## config.mk

```make
export PLATFORM = sky130hd
export DESIGN_NAME = action_ram_arbiter
export DESIGN_NICKNAME = d
export VERILOG_FILES = /design/src/rtl/action_ram_arbiter.sv
export SDC_FILE = /design/constraint.sdc
export NUM_CORES = 1
export LEC_CHECK = 0
export ABC_CLOCK_PERIOD_IN_PS = 3100
export BUFFER_PORTS_ARGS = -buffer_cell sky130_fd_sc_hd__buf_2
export CORE_MARGIN = 4
export CORE_UTILIZATION = 45
export DETAILED_ROUTE_END_ITERATION = 8
export PLACE_DENSITY = 0.76
export SYNTH_ARGS = -nofsm -noshare
export SYNTH_HDL_FRONTEND = slang
export SYNTH_SLANG_ARGS = --single-unit
export TNS_END_PERCENT = 5
```

## constraint.sdc

```tcl
create_clock -name clock -period 3.1 [get_ports clock]
set_clock_uncertainty 0.15 [all_clocks]
set_input_delay 0 -clock clock [delete_from_list [all_inputs] [get_ports clock]]
set_output_delay 0 -clock clock [all_outputs]
set_load 0.05 [all_outputs]
```

## src/rtl/action_ram_arbiter.sv

```systemverilog
// action_ram_arbiter: shares one sync-read 256x16 action RAM between two read
// requesters (rd0 move-lookup, rd1 AI policy) and one write requester.
// Optional feature macro: ACTION_ARB_RR_EN (round-robin between rd0/rd1);
// when undefined rd0 has fixed priority.
// Ports:
//   clock, reset_n              clock / asynchronous active-low reset
//   wr_req/wr_addr/wr_data      write request (held until wr_ack)
//   wr_ack                      one-cycle write-accept pulse
//   rdN_req/rdN_addr            read request (held until rdN_ack)
//   rdN_ack                     one-cycle grant pulse
//   rdN_valid/rdN_data          read-return pulse / data held until next valid
//   ram_write_enable/_address, ram_d_in, ram_read_address  to action_ram
//   ram_d_out                   from action_ram (1 cycle after read_address)
module action_ram_arbiter #(
    parameter int unsigned ADDR_W = 8,
    parameter int unsigned DATA_W = 16
) (
    input  logic              clock,
    input  logic              reset_n,
    input  logic              wr_req,
    input  logic [ADDR_W-1:0] wr_addr,
    input  logic [DATA_W-1:0] wr_data,
    output logic              wr_ack,
    input  logic              rd0_req,
    input  logic [ADDR_W-1:0] rd0_addr,
    output logic              rd0_ack,
    output logic              rd0_valid,
    output logic [DATA_W-1:0] rd0_data,
    input  logic              rd1_req,
    input  logic [ADDR_W-1:0] rd1_addr,
    output logic              rd1_ack,
    output logic              rd1_valid,
    output logic [DATA_W-1:0] rd1_data,
    output logic              ram_write_enable,
    output logic [ADDR_W-1:0] ram_write_address,
    output logic [DATA_W-1:0] ram_d_in,
    output logic [ADDR_W-1:0] ram_read_address,
    input  logic [DATA_W-1:0] ram_d_out
);

    typedef enum logic [1:0] {IDLE, ISSUE, CAPTURE} rd_state_t;

    rd_state_t         state_q, state_d;
    logic              owner_q;          // 1: in-flight read belongs to rd1
    logic              wr_accept_c;
    logic              pick0, pick1;
    logic              collide;
    logic              gnt0, gnt1;
    logic [ADDR_W-1:0] cand_addr;

`ifdef ACTION_ARB_RR_EN
    logic              last_rd1_q;       // 1: rd1 was served last
`endif

    // A held write request is accepted only on the cycle after its ack drops.
    assign wr_accept_c = wr_req & ~wr_ack;

    // Arbitration, collision deferral and next-state logic.
    always_comb begin
        state_d = state_q;
        gnt0    = 1'b0;
        gnt1    = 1'b0;
`ifdef ACTION_ARB_RR_EN
        if (rd0_req && rd1_req) begin
            pick0 = last_rd1_q;
            pick1 = ~last_rd1_q;
        end else begin
            pick0 = rd0_req;
            pick1 = rd1_req;
        end
`else
        pick0 = rd0_req;
        pick1 = rd1_req & ~rd0_req;
`endif
        cand_addr = pick1 ? rd1_addr : rd0_addr;
        // Same-address write in this edge: wait one cycle so the read sees new data.
        collide = wr_accept_c & (pick0 | pick1) & (cand_addr == wr_addr);
        case (state_q)
            IDLE: begin
                if ((pick0 || pick1) && !collide) begin
                    gnt0    = pick0;
                    gnt1    = pick1;
                    state_d = ISSUE;
                end
            end
            ISSUE:   state_d = CAPTURE;
            CAPTURE: state_d = IDLE;
            default: state_d = IDLE;
        endcase
    end

    // Read FSM state register.
    always_ff @(posedge clock or negedge reset_n) begin
        if (!reset_n) state_q <= IDLE;
        else          state_q <= state_d;
    end

    // Read-side registered outputs.
    always_ff @(posedge clock or negedge reset_n) begin
        if (!reset_n) begin
            rd0_ack          <= 1'b0;
            rd1_ack          <= 1'b0;
            rd0_valid        <= 1'b0;
            rd1_valid        <= 1'b0;
            rd0_data         <= '0;
            rd1_data         <= '0;
            ram_read_address <= '0;
            owner_q          <= 1'b0;
        end else begin
            rd0_ack   <= gnt0;
            rd1_ack   <= gnt1;
            rd0_valid <= 1'b0;
            rd1_valid <= 1'b0;
            if (gnt0 || gnt1) begin
                ram_read_address <= cand_addr;
                owner_q          <= gnt1;
            end
            if (state_q == CAPTURE) begin
                if (owner_q) begin
                    rd1_valid <= 1'b1;
                    rd1_data  <= ram_d_out;
                end else begin
                    rd0_valid <= 1'b1;
                    rd0_data  <= ram_d_out;
                end
            end
        end
    end

`ifdef ACTION_ARB_RR_EN
    // Round-robin pointer; reset to rd1 so rd0 wins the first tie.
    always_ff @(posedge clock or negedge reset_n) begin
        if (!reset_n)          last_rd1_q <= 1'b1;
        else if (gnt0 || gnt1) last_rd1_q <= gnt1;
    end
`endif

    // Write path, independent of the read FSM.
    always_ff @(posedge clock or negedge reset_n) begin
        if (!reset_n) begin
            wr_ack            <= 1'b0;
            ram_write_enable  <= 1'b0;
            ram_write_address <= '0;
            ram_d_in          <= '0;
        end else begin
            wr_ack           <= wr_accept_c;
            ram_write_enable <= wr_accept_c;
            if (wr_accept_c) begin
                ram_write_address <= wr_addr;
                ram_d_in          <= wr_data;
            end
        end
    end

endmodule

```

==> impl_metrics.xml <==
<?xml version="1.0" encoding="UTF-8"?>
<metrics>
  <group name="run_status">
    <metric name="outcome" unit="">complete, no violations</metric>
  </group>
  <group name="final_layout">
    <metric name="antenna_cells" unit="">0</metric>
    <metric name="flow.area_growth_from_synthesis" unit="%">51.6</metric>
    <metric name="layout.cell_area.non_filler" unit="um^2">4540</metric>
    <metric name="layout.cells.most_common_list" unit="">sky130_fd_sc_hd__buf_2, sky130_fd_sc_hd__dfrtp_1, sky130_fd_sc_hd__dlygate4sd3_1</metric>
    <metric name="num-fill-cells" unit="">435</metric>
    <metric name="final_layout_size_suffix_gt1_frac" unit="">0.461</metric>
    <metric name="fin_nets" unit="">488</metric>
    <metric name="multi_input_area" unit="um^2">1120</metric>
    <metric name="ff_latch_area" unit="um^2">1800</metric>
    <metric name="layout.cells.most_common" unit="">sky130_fd_sc_hd__buf_2</metric>
  </group>
  <group name="timing">
    <metric name="timing.final.max_slew_violations" unit="">0</metric>
    <metric name="max_clock_freq" unit="GHz">0.415</metric>
    <metric name="worst_tran_pin_value" unit="ps">894</metric>
    <metric name="hold_violations" unit="">0</metric>
    <metric name="fin_setup_tns" unit="ps">0</metric>
    <metric name="clock_period_minus_worst_slack" unit="ps">2410</metric>
    <metric name="rsz_0062_raised_after_global_routing" unit="">false</metric>
    <metric name="fin_crit_sh" unit="">0.778</metric>
    <metric name="slew_headroom" unit="">0.404</metric>
    <metric name="setup_viol_count_final" unit="">0</metric>
  </group>
  <group name="synth">
    <metric name="synth.largest_area_cell" unit="">sky130_fd_sc_hd__dfrtp_1</metric>
    <metric name="ys_warn_count" unit="">0</metric>
    <metric name="mappedNetlistArea" unit="um^2">3000</metric>
    <metric name="synth-seq-area-share" unit="">0.601</metric>
    <metric name="yosysUniqueCellTypes" unit="">37</metric>
    <metric name="synth_register_bits" unit="">72</metric>
    <metric name="post_synth_main_area_contributors" unit="">sky130_fd_sc_hd__dfrtp_1, sky130_fd_sc_hd__mux2_2, sky130_fd_sc_hd__nand2_1, sky130_fd_sc_hd__xnor2_1, sky130_fd_sc_hd__mux2i_1</metric>
    <metric name="per_instance_average_area_after_synthesis" unit="um^2">12.8</metric>
    <metric name="synth_largest_type_area_fraction" unit="">0.601</metric>
    <metric name="synthCells" unit="">235</metric>
    <metric name="syn_nets" unit="">296</metric>
  </group>
  <group name="setup_path">
    <metric name="worstPathMaxFanout" unit="">13</metric>
    <metric name="cp-start-kind" unit="">primary input</metric>
    <metric name="worst-endpoint-arrival" unit="ps">2490</metric>
    <metric name="classification_of_the_worst_setup_path" unit="">in2reg</metric>
    <metric name="r2r_slack" unit="ps">1270</metric>
    <metric name="worstRegToRegCells" unit="">5</metric>
    <metric name="crit-reg2reg-capture" unit="">ram_read_address[6]</metric>
    <metric name="worstSetupStartpoint" unit="">rd0_req</metric>
    <metric name="cp_data_required_time" unit="ps">3170</metric>
    <metric name="crit_path_end_kind" unit="">register</metric>
    <metric name="worstReg2RegStart" unit="">ram_write_enable</metric>
  </group>
  <group name="clocking">
    <metric name="cts.htree.levels" unit="">3</metric>
    <metric name="cts_tree" unit="">built</metric>
    <metric name="insertion_delay" unit="ps">340</metric>
    <metric name="number_of_buffers_inserted_during_clock_tree_synthesis" unit="">9</metric>
    <metric name="clock-sinks" unit="">72</metric>
    <metric name="path_clk_slew" unit="ps">70</metric>
    <metric name="clock_path_buffers" unit="">2</metric>
    <metric name="post_cts_buffers" unit="">0</metric>
    <metric name="clock-root-buffer" unit="">sky130_fd_sc_hd__clkbuf_8</metric>
  </group>
  <group name="grt">
    <metric name="grt_max_degree" unit="">73</metric>
    <metric name="initial_antenna_violation_count" unit="">0</metric>
    <metric name="grt_pass1_vias" unit="">2631</metric>
    <metric name="grt_overflow_total" unit="">0</metric>
    <metric name="grt_pass1_wl" unit="um">12600</metric>
    <metric name="grt_use_total" unit="">0.206</metric>
  </group>
  <group name="power_and_ir_drop">
    <metric name="part_of_the_power_in_the_clock_network" unit="">0.198</metric>
    <metric name="ir_drop" unit="V">0.000546</metric>
    <metric name="total_leakage_power" unit="uW">0.00227</metric>
    <metric name="total_internal_power" unit="uW">2450</metric>
    <metric name="share_seq_of_total_power" unit="">0.316</metric>
    <metric name="net-switching-power" unit="uW">2200</metric>
    <metric name="switching_share" unit="">0.473</metric>
    <metric name="power-per-cell-area" unit="nW/um^2">1020</metric>
    <metric name="power_frac_comb" unit="">0.486</metric>
  </group>
  <group name="run">
    <metric name="max-cap-violations" unit="">0</metric>
  </group>
  <group name="drt">
    <metric name="antenna_left" unit="">0</metric>
    <metric name="routed_wl" unit="um">8120</metric>
    <metric name="dr.first_iter.drc_count" unit="">48</metric>
    <metric name="first_pass_iteration_count_of_the_detailed_router" unit="">4</metric>
    <metric name="wire_per_inst" unit="um">15.9</metric>
    <metric name="via_density_per_instance" unit="">5.00</metric>
    <metric name="route.detailed.drc" unit="">0</metric>
    <metric name="routed-via-count" unit="">2547</metric>
  </group>
  <group name="worst_hold_path">
    <metric name="hold_path_class" unit="">in2reg</metric>
    <metric name="hold_path_startpoint" unit="">wr_req</metric>
    <metric name="hold_path_depth" unit="">4</metric>
    <metric name="hold-path-endpoint" unit="">ram_write_enable</metric>
  </group>
  <group name="placed_design">
    <metric name="portBuffers" unit="">130</metric>
    <metric name="post_dp_cell_area" unit="um^2">3720</metric>
    <metric name="final_weighted_congestion_in_routability_driven_placement" unit="">0.817</metric>
    <metric name="half_perimeter_wire_length_of_the_detailed_placement_result" unit="um">5100</metric>
  </group>
  <group name="floorplanning">
    <metric name="floorplan.initialDensity" unit="">0.467</metric>
    <metric name="ioPinCount" unit="">131</metric>
    <metric name="die_h" unit="um">89.6</metric>
    <metric name="std_cell_rows" unit="">29</metric>
    <metric name="design.core.area" unit="um^2">6420</metric>
    <metric name="floorplan.die.width" unit="um">89.6</metric>
    <metric name="die_area" unit="um^2">8030</metric>
  </group>
</metrics>
metrics by stage:
step / worst slack (ps) / util / instances / total power (uW) / hold slack, ps
2_1_floorplan: 1010 / - / 235 / 3110 / -446
3_3_place_gp: 1020 / 0.579 / 436 / 3620 / 33.3
3_5_place_dp: 932 / 0.579 / 436 / 3680 / 41.7
4_1_cts: 761 / 0.708 / 509 / 4650 / 39.2
5_1_grt: 531 / 0.708 / 509 / 4860 / 76.5
6_report: 689 / 0.708 / 509 / 4650 / 32.4
routing by layer:
metal	track usage	wire length, um	vias up
met5	0	0	-
li1	-	-	1186
met1	0.238	3030	1225
met3	0.0438	533	27
met2	0.374	4340	109
met4	0.0744	215	0
flip-flops by register name (all words and copies together) (netlist names):
| signal | cells |
|---|---|
| ram_d_in | 16 |
| rd1_ack | 1 |
| owner_q | 1 |
| ram_write_enable | 1 |
| ram_write_address | 8 |
| ram_read_address | 8 |
| rd0_ack | 1 |
| rd1_data | 16 |
| state_q | 2 |
| rd0_valid | 1 |
| rd1_valid | 1 |
| rd0_data | 16 |
power by group through the flow:
stage	logic (uW)	registers [uW]	clock network, uW
2_1_floorplan	512	2600	0
3_3_place_gp	2160	1460	0
3_5_place_dp	2200	1480	0
4_1_cts	2260	1460	933
5_1_grt	2380	1510	972
6_report	2260	1470	919
cell usage after synthesis:
cell                        count
sky130_fd_sc_hd__dfrtp_1       72
sky130_fd_sc_hd__nand2_1       50
sky130_fd_sc_hd__mux2_2        40
sky130_fd_sc_hd__inv_1          7
sky130_fd_sc_hd__xnor2_1        6
sky130_fd_sc_hd__a22oi_1        4
sky130_fd_sc_hd__clkbuf_1       4
sky130_fd_sc_hd__mux2i_1        4
sky130_fd_sc_hd__nand2b_1       4
sky130_fd_sc_hd__nand3_1        4
sky130_fd_sc_hd__nor2_1         4
sky130_fd_sc_hd__o2bb2ai_1      4
sky130_fd_sc_hd__nor2b_1        3
sky130_fd_sc_hd__xor2_1         3
sky130_fd_sc_hd__buf_1          2
sky130_fd_sc_hd__buf_4          2
sky130_fd_sc_hd__o21ai_0        2
sky130_fd_sc_hd__a2111o_1       1
sky130_fd_sc_hd__a21boi_0       1
sky130_fd_sc_hd__a21oi_2        1
sky130_fd_sc_hd__a22oi_2        1
sky130_fd_sc_hd__a31oi_1        1
sky130_fd_sc_hd__buf_6          1
sky130_fd_sc_hd__clkinv_1       1
sky130_fd_sc_hd__mux2_4         1
sky130_fd_sc_hd__mux2i_2        1
sky130_fd_sc_hd__nand3b_1       1
sky130_fd_sc_hd__nand4_4        1
sky130_fd_sc_hd__nor2b_4        1
sky130_fd_sc_hd__nor3b_2        1
sky130_fd_sc_hd__o211a_1        1
sky130_fd_sc_hd__o21a_1         1
sky130_fd_sc_hd__o21ai_2        1
sky130_fd_sc_hd__o21ai_4        1
sky130_fd_sc_hd__o221ai_1       1
sky130_fd_sc_hd__o22a_1         1
sky130_fd_sc_hd__xnor2_2        1
cell type report:
| cell class | instances | share of cell area |
|---|---|---|
| Multi-Input combinational cell | 146 | 0.246 |
| Sequential cell | 72 | 0.396 |
| Clock buffer | 10 | 0.0303 |
| Clock inverter | 6 | 0.0253 |
| Timing Repair Buffer | 190 | 0.274 |
| Inverter | 8 | 0.00661 |
| Tap cell | 77 | 0.0212 |
logic make-up after synthesis:
| family | Yosys count | share of synthesized area |
|---|---|---|
| flip-flops | 72 | 0.601 |
| AND/OR/NAND/NOR | 69 | 0.107 |
| XOR/XNOR | 10 | 0.0317 |
| AO/OA/AOI/OAI | 21 | 0.0605 |
| buffers and inverters | 17 | 0.0263 |
| multiplexers | 46 | 0.173 |
worst max path at each step:
stage | depth (start not counted) | to
global placement | 7 | ram_read_address[6]
global route | 8 | ram_read_address[6]
floorplan | 6 | ram_read_address[6]
CTS | 8 | ram_read_address[6]
finish | 8 | ram_read_address[6]
detailed placement | 7 | ram_read_address[6]
what timing repair did:
| item | CTS | global route |
|---|---|---|
| resized for setup | 0 | 0 |
| endpoints found under the hold margin | 139 | 0 |
| hold buffers | 57 | 0 |
worst max-delay path, stage by stage:
cell and delay [ps]:
sky130_fd_sc_hd__dlygate4sd3_1 530, sky130_fd_sc_hd__buf_2 180, sky130_fd_sc_hd__nor2b_4 330, sky130_fd_sc_hd__mux2i_1 320, sky130_fd_sc_hd__xor2_1 280, sky130_fd_sc_hd__nand4_4 190
sky130_fd_sc_hd__o21ai_4 320, sky130_fd_sc_hd__mux2_4 330
Note: power is estimated with default switching activity, not from simulation.
